`config.mk`:
```
export PLATFORM = sky130hd
export DESIGN_NAME = if_id_elastic_reg
export DESIGN_NICKNAME = d
export VERILOG_FILES = /design/src/rtl/if_id_elastic_reg.sv
export SDC_FILE = /design/constraint.sdc
export NUM_CORES = 1
export LEC_CHECK = 0
export BUFFER_PORTS_ARGS = -buffer_cell sky130_fd_sc_hd__buf_2
export CORE_MARGIN = 2
export CORE_UTILIZATION = 48
export CTS_BUF_LIST = sky130_fd_sc_hd__clkbuf_4 sky130_fd_sc_hd__clkbuf_8
export CTS_CLUSTER_SIZE = 8
export DETAILED_ROUTE_END_ITERATION = 7
export GPL_TIMING_DRIVEN = 0
export PLACE_DENSITY = 0.8
export SYNTH_ARGS = -nofsm -noshare
export SYNTH_HDL_FRONTEND = slang
export SYNTH_SLANG_ARGS = --single-unit
export TNS_END_PERCENT = 1
```
`constraint.sdc`:
```
create_clock -name clk -period 1.62 [get_ports clk]
set_clock_uncertainty 0.1 [all_clocks]
set_input_delay 0.162 -clock clk [delete_from_list [all_inputs] [get_ports clk]]
set_output_delay 0.162 -clock clk [all_outputs]
set_load 0.01 [all_outputs]
```
`src/rtl/if_id_elastic_reg.sv`:
```
// ---------------------------------------------------------------------------
// IF/ID elastic pipeline register.
// Main register plus one skid entry, valid/ready on both sides. The upstream
// ready is a flop, so decode back-pressure never reaches fetch combinationally.
// A redirect (i_req) loads HANDLER_PC as a bubble. A flush empties the register
// and keeps the PC.
// Optional macro IF_ID_PERF_CNT_EN enables the o_stall_cycles counter.
// Without the macro, o_stall_cycles is tied to zero.
// ---------------------------------------------------------------------------
module if_id_elastic_reg #(
   parameter int                PC_W       = 32,
   parameter int                INSTR_W    = 32,
   parameter int                EXC_W      = 5,
   parameter logic [PC_W-1:0]   RESET_PC   = 32'h0000_3000,
   parameter logic [PC_W-1:0]   HANDLER_PC = 32'h0000_4180,
   parameter logic [EXC_W-1:0]  EXC_NONE   = '0
) (
   input  logic               clk,
   input  logic               reset,
   input  logic               i_in_valid,
   output logic               o_in_ready,
   input  logic [PC_W-1:0]    i_in_pc,
   input  logic [INSTR_W-1:0] i_in_instr,
   input  logic               i_in_is_delay,
   input  logic [EXC_W-1:0]   i_in_exc,
   output logic               o_out_valid,
   input  logic               i_out_ready,
   output logic [PC_W-1:0]    o_out_pc,
   output logic [INSTR_W-1:0] o_out_instr,
   output logic               o_out_is_delay,
   output logic [EXC_W-1:0]   o_out_exc,
   input  logic               i_flush,
   input  logic               i_req,
   output logic [31:0]        o_stall_cycles
);

   typedef enum logic [1:0] {EMPTY, ONE, TWO} state_t;

   state_t               r_state;
   state_t               w_nextState;
   logic                 r_inReady;
   logic [PC_W-1:0]      r_mainPc;
   logic [INSTR_W-1:0]   r_mainInstr;
   logic                 r_mainIsDelay;
   logic [EXC_W-1:0]     r_mainExc;
   logic [PC_W-1:0]      r_skidPc;
   logic [INSTR_W-1:0]   r_skidInstr;
   logic                 r_skidIsDelay;
   logic [EXC_W-1:0]     r_skidExc;
   logic                 w_outValid;
   logic                 w_inFire;
   logic                 w_outFire;
   logic                 w_loadMainIn;
   logic                 w_loadMainSkid;
   logic                 w_loadSkid;

   assign w_outValid = (r_state != EMPTY);
   assign w_inFire   = i_in_valid & r_inReady;
   assign w_outFire  = w_outValid & i_out_ready;

   // Pick the next occupancy and the data moves. Redirect beats flush, and
   // flush beats the handshake.
   always_comb begin
      w_nextState    = r_state;
      w_loadMainIn   = 1'b0;
      w_loadMainSkid = 1'b0;
      w_loadSkid     = 1'b0;
      if (i_req || i_flush) begin
         w_nextState = EMPTY;
      end else begin
         case (r_state)
            EMPTY: begin
               if (w_inFire) begin
                  w_loadMainIn = 1'b1;
                  w_nextState  = ONE;
               end
            end
            ONE: begin
               if (w_inFire && w_outFire) begin
                  w_loadMainIn = 1'b1;
               end else if (w_inFire) begin
                  w_loadSkid  = 1'b1;
                  w_nextState = TWO;
               end else if (w_outFire) begin
                  w_nextState = EMPTY;
               end
            end
            TWO: begin
               if (w_outFire) begin
                  w_loadMainSkid = 1'b1;
                  w_nextState    = ONE;
               end
            end
            default: w_nextState = EMPTY;
         endcase
      end
   end

   // Occupancy state and the registered upstream ready.
   always_ff @(posedge clk) begin
      if (reset) begin
         r_state   <= EMPTY;
         r_inReady <= 1'b1;
      end else begin
         r_state   <= w_nextState;
         r_inReady <= (w_nextState != TWO);
      end
   end

   // Main register. Redirect and flush scrub the payload into a clean bubble.
   always_ff @(posedge clk) begin
      if (reset) begin
         r_mainPc      <= RESET_PC;
         r_mainInstr   <= '0;
         r_mainIsDelay <= 1'b0;
         r_mainExc     <= EXC_NONE;
      end else if (i_req) begin
         r_mainPc      <= HANDLER_PC;
         r_mainInstr   <= '0;
         r_mainIsDelay <= 1'b0;
         r_mainExc     <= EXC_NONE;
      end else if (i_flush) begin
         r_mainInstr   <= '0;
         r_mainIsDelay <= 1'b0;
         r_mainExc     <= EXC_NONE;
      end else if (w_loadMainIn) begin
         r_mainPc      <= i_in_pc;
         r_mainInstr   <= i_in_instr;
         r_mainIsDelay <= i_in_is_delay;
         r_mainExc     <= i_in_exc;
      end else if (w_loadMainSkid) begin
         r_mainPc      <= r_skidPc;
         r_mainInstr   <= r_skidInstr;
         r_mainIsDelay <= r_skidIsDelay;
         r_mainExc     <= r_skidExc;
      end
   end

   // Skid entry. It only matters in TWO, so emptying the state discards it.
   always_ff @(posedge clk) begin
      if (reset) begin
         r_skidPc      <= '0;
         r_skidInstr   <= '0;
         r_skidIsDelay <= 1'b0;
         r_skidExc     <= EXC_NONE;
      end else if (w_loadSkid) begin
         r_skidPc      <= i_in_pc;
         r_skidInstr   <= i_in_instr;
         r_skidIsDelay <= i_in_is_delay;
         r_skidExc     <= i_in_exc;
      end
   end

   assign o_in_ready     = r_inReady;
   assign o_out_valid    = w_outValid;
   assign o_out_pc       = r_mainPc;
   assign o_out_instr    = r_mainInstr;
   assign o_out_is_delay = r_mainIsDelay;
   assign o_out_exc      = r_mainExc;

`ifdef IF_ID_PERF_CNT_EN
   logic [31:0] r_stallCycles;

   // Count cycles where decode holds off a valid entry. Only reset clears it.
   always_ff @(posedge clk) begin
      if (reset) begin
         r_stallCycles <= '0;
      end else if (w_outValid && !i_out_ready) begin
         r_stallCycles <= r_stallCycles + 32'd1;
      end
   end

   assign o_stall_cycles = r_stallCycles;
`else
   assign o_stall_cycles = '0;
`endif

endmodule

```
==> metrics.md <==
| Metric | Value |
|---|---|
| Run status | finished, violations left |
| Violations in the final reports | setup timing |
| Setup crit start kind | primary input |
| Max-slew violation total from the final report | 0 |
| Worst path arrival time | ~1.9 ns |
| Buffers from clock root to sink, at most | 2 |
| RSZ-0062 raised after global routing | true |
| Post-synthesis instance area | roughly 0.0058 sq mm |
| Routability congestion estimate | 0.758 |
| Share of total power in the clock network | a little over two fifths |
| Fraction of power spent switching nets | 23.5% |
| Global Route Usage Sum | 26.0% |
| Leakage | between 0.003 and 0.004 uW |
| Initial antenna violation count | 1 |
| Area overhead of the layout relative to synthesis | 46.1% |
| Number of buffers inserted during clock tree synthesis | 17 |
| Via count | 5860 |
| Cell taking the most area after synthesis | sky130_fd_sc_hd__dfxtp_1 |
| Layout cell share with drive strength beyond 1 | 29.6% |
| Critical Path RT | 1.87 ns |
| Count of final setup violators | 5 |
| Cell with the largest stage delay on the worst path | sky130_fd_sc_hd__dlygate4sd3_1 |
| Leading cell types by total area after synthesis | sky130_fd_sc_hd__dfxtp_1, sky130_fd_sc_hd__nand2_1, sky130_fd_sc_hd__a21oi_1 |
| CTS Root Buffer Type | sky130_fd_sc_hd__clkbuf_8 |
| Post-route standard cell area excluding fillers | approximately 0.0085 sq mm |
| Floorplan die area | 0.0130 sq mm |
| Area of the core region | 0.0119 sq mm |
| Max-capacitance violation count | 0 |
| Number of nets with antenna violations after routing | 0 |
| Most used cell along the critical path | sky130_fd_sc_hd__buf_4 |
| Sequential-to-total area share from yosys stat | ~49% |
| Final nets | 1059 |
| Horizontal die dimension | between 100 and 150 um |
| Number of iterations in the first detailed-routing pass | 5 |
| Combinational cell fraction of total power | a little under a tenth |
| Synth Instances | 701 |
| Worst max-slew margin expressed relative to the limit | 57.4% |
| Number of sinks handled by clock tree synthesis | ~140 |
| Hold slack | about 0.089 ns |
| Floorplan die height | 114 um |
| Clock tree from TritonCTS | done |
| Via count of the first global-routing pass | 5615 |
| Buffers on Ports | 146 |
| DR iter-0 viols | 342 |
| Fraction of synthesized cell area taken by the top area cell type | 49.4% |
| Leading post-synthesis cells by instance count | sky130_fd_sc_hd__nand2_1, sky130_fd_sc_hd__dfxtp_1, sky130_fd_sc_hd__a21oi_1, sky130_fd_sc_hd__o21ai_0, sky130_fd_sc_hd__mux2i_1 |
| Instance area at placement | a little under 0.007 sq mm |
| Vias per cell | between 5 and 6 |
| Achievable frequency | 604 MHz |
| Net Switching | 1720 uW |
| Seq pwr share | 48.9% |
| Total design power | approximately 7300 uW |
| Accumulated negative setup slack | -0.126 ns |
| Share of the clock period used by the worst path after layout | 102% |
| Number of DRC violations after detailed routing | 0 |
| Fin worst setup slack | -0.0345 ns |
| Average wire length per cell after detail routing | 15.1 um |
| Number of enable flip-flop cells after synthesis | 0 |
| Total global routing overflow | 0 |
| Ys async rst share | 0% |
| Internal power summed over all cells | approximately 5600 uW |
| IR Drop Worst-Case VDD | 566 uV |
| Site Rows | 40 |
| Clock insertion delay at the later pin of the skew report | approximately 0.44 ns |
| Global-route wire length before repair | 26900 um |
| Mean instance size in the synthesized netlist | 8.26 sq um |
| Delay of the slowest critical-path stage | 0.54 ns |
| #FFs+latches synth | ~140 |
| Detail Placement HPWL | 10500 um |
| Number of warnings reported in the yosys synthesis log | 0 |
| Cell with the most instances after synthesis | sky130_fd_sc_hd__nand2_1 |
| Transition time of the tightest slew-check pin | 0.639 ns |
| Largest net degree at the start of global routing | 17 |
| Worst Path Max Fanout | 10 |
| PD cells | 865 mW/mm^2 |
| Cell-by-cell trace of the critical path | dlygate4sd3_1, buf_4, nand3b_4, buf_4, nor3_4, buf_4, buf_6, nand2_1, a311oi_2 |
| Number of library cell types mapped by synthesis | 38 |
| Prevailing post-synth register cell | sky130_fd_sc_hd__dfxtp_1 |
| Crit path capture type | flip-flop |
| HP Class | in2reg |
| Sum of routed wire length over all layers | 17300 um |
| Final period demand of the worst path | between 1.5 and 2 ns |
| Top-level I/O count | 180 |
| H-tree lvl count | 4 |
| Clock Pin Slew Worst Setup and Hold Paths | 0.08 ns |
| Setup CP Type | in2reg |
| Starting utilization of the core area | 48.6% |
| Total count of hold-check failures in the final report | 0 |
[layout by cell type (no fill, tap or decap), types with 2 or more instances in the layout]
cell and count:
sky130_fd_sc_hd__a31oi_1 23, sky130_fd_sc_hd__nor3_4 2, sky130_fd_sc_hd__dlygate4sd3_1 73, sky130_fd_sc_hd__a21oi_1 104
sky130_fd_sc_hd__inv_1 3, sky130_fd_sc_hd__o21ai_1 11, sky130_fd_sc_hd__clkbuf_16 2, sky130_fd_sc_hd__buf_4 61
sky130_fd_sc_hd__buf_2 152, sky130_fd_sc_hd__o21ai_0 51, sky130_fd_sc_hd__nor2_1 5, sky130_fd_sc_hd__buf_8 2
sky130_fd_sc_hd__o22ai_1 2, sky130_fd_sc_hd__nor3_1 2, sky130_fd_sc_hd__buf_6 11, sky130_fd_sc_hd__dfxtp_1 141
sky130_fd_sc_hd__conb_1 32, sky130_fd_sc_hd__mux2i_4 2, sky130_fd_sc_hd__nand3_4 2, sky130_fd_sc_hd__a21oi_2 4
sky130_fd_sc_hd__clkinvlp_4 2, sky130_fd_sc_hd__mux2i_1 35, sky130_fd_sc_hd__clkinv_2 4, sky130_fd_sc_hd__clkbuf_1 13
sky130_fd_sc_hd__o21ai_2 3, sky130_fd_sc_hd__buf_12 3, sky130_fd_sc_hd__mux2i_2 2, sky130_fd_sc_hd__and3_4 2
sky130_fd_sc_hd__a211oi_1 2, sky130_fd_sc_hd__nand2_1 197, sky130_fd_sc_hd__clkbuf_8 21, sky130_fd_sc_hd__bufinv_16 3
sky130_fd_sc_hd__a31oi_2 3
[per-stage QoR]
stage / util [%] / cells / worst slack, ns
after floorplan: - / 732 / 0.0741
after global placement: 57.3 / 1025 / -0.356
after detailed placement: 57.3 / 1025 / -0.387
after CTS: 68.5 / 1139 / -0.0133
after global routing: 71.0 / 1144 / -0.0952
final: 71.0 / 1144 / -0.0345
[layer usage]
layer | part of all wire, % | vias up | track usage [%]
met2 | 49 | 220 | 44.1
met1 | 42 | 2718 | 32.2
li1 | - | 2883 | -
met4 | 2.8 | 0 | 11.1
met5 | 0 | - | 0
met3 | 6.3 | 39 | 5.63
[worst max-delay path: cells and delay by family]
| kind | cells | cell delay (ns) |
|---|---|---|
| AOI/OAI and AO/OA | 1 | 0.26 |
| and+or+nand+nor | 3 | 0.34 |
| buffers and inverters | 5 | 1.13 |
[path summary, 6_finish.rpt]
check                                   from           end  slack [ns]  cells past startpoint
worst max-delay path             i_out_ready   o_out_pc[8]       -0.03                      9
worst min-delay path                   i_req    r_state[0]        0.09                      3
worst max register to register    r_state[1]  o_out_pc[27]       -0.02                      5
worst min register to register  r_skidPc[11]  r_skidPc[11]        0.36                      2
[registers in the layout, summed over array words and instances, names as in the netlist]
name / flops
o_in_ready: 1
o_out_exc: 5
o_out_instr: 32
o_out_is_delay: 1
o_out_pc: 32
r_skidExc: 5
r_skidInstr: 32
r_skidIsDelay: 1
r_skidPc: 32
r_state: 2
[power groups by stage]
stage	clock network (uW)	registers [uW]	logic (uW)
final	3050	3580	697
after CTS	3060	3580	636
after global routing	3230	3580	751
after detailed placement	0	3660	488
after global placement	0	3660	486
after floorplan	0	3670	254
[what timing repair did]
| action | 4_1_cts | 5_1_grt |
|---|---|---|
| resized for setup | 39 | 95 |
| setup buffers | 7 | 2 |
| hold buffers | 73 | 0 |
| endpoints found under the hold margin | 143 | 0 |
| endpoints found under the setup margin | 138 | 130 |
| pin swaps | 4 | 9 |
| gates cloned | 2 | 2 |
[final cells by class]
cell class	count	area, sq um
repair buffers	232	1610
clock buffers	22	297
plain buffers	86	676
diodes	1	2.50
fillers	909	3450
inverters	3	11.3
flip-flops and latches	143	2870
clock inverters	10	134
multi-input cells	500	2670
well taps	147	184
[kinds of logic after synthesis]
kind of cell	Yosys count	synth area share (%)
AOI/OAI and AO/OA	210	19.3
xor gates and xnor gates	1	0.151
buffers and inverters	89	8.92
muxes	39	6.74
other	1	0.0648
and+or+nand+nor	218	15.4
DFF	143	49.4
(Power assumes the default switching activity.)
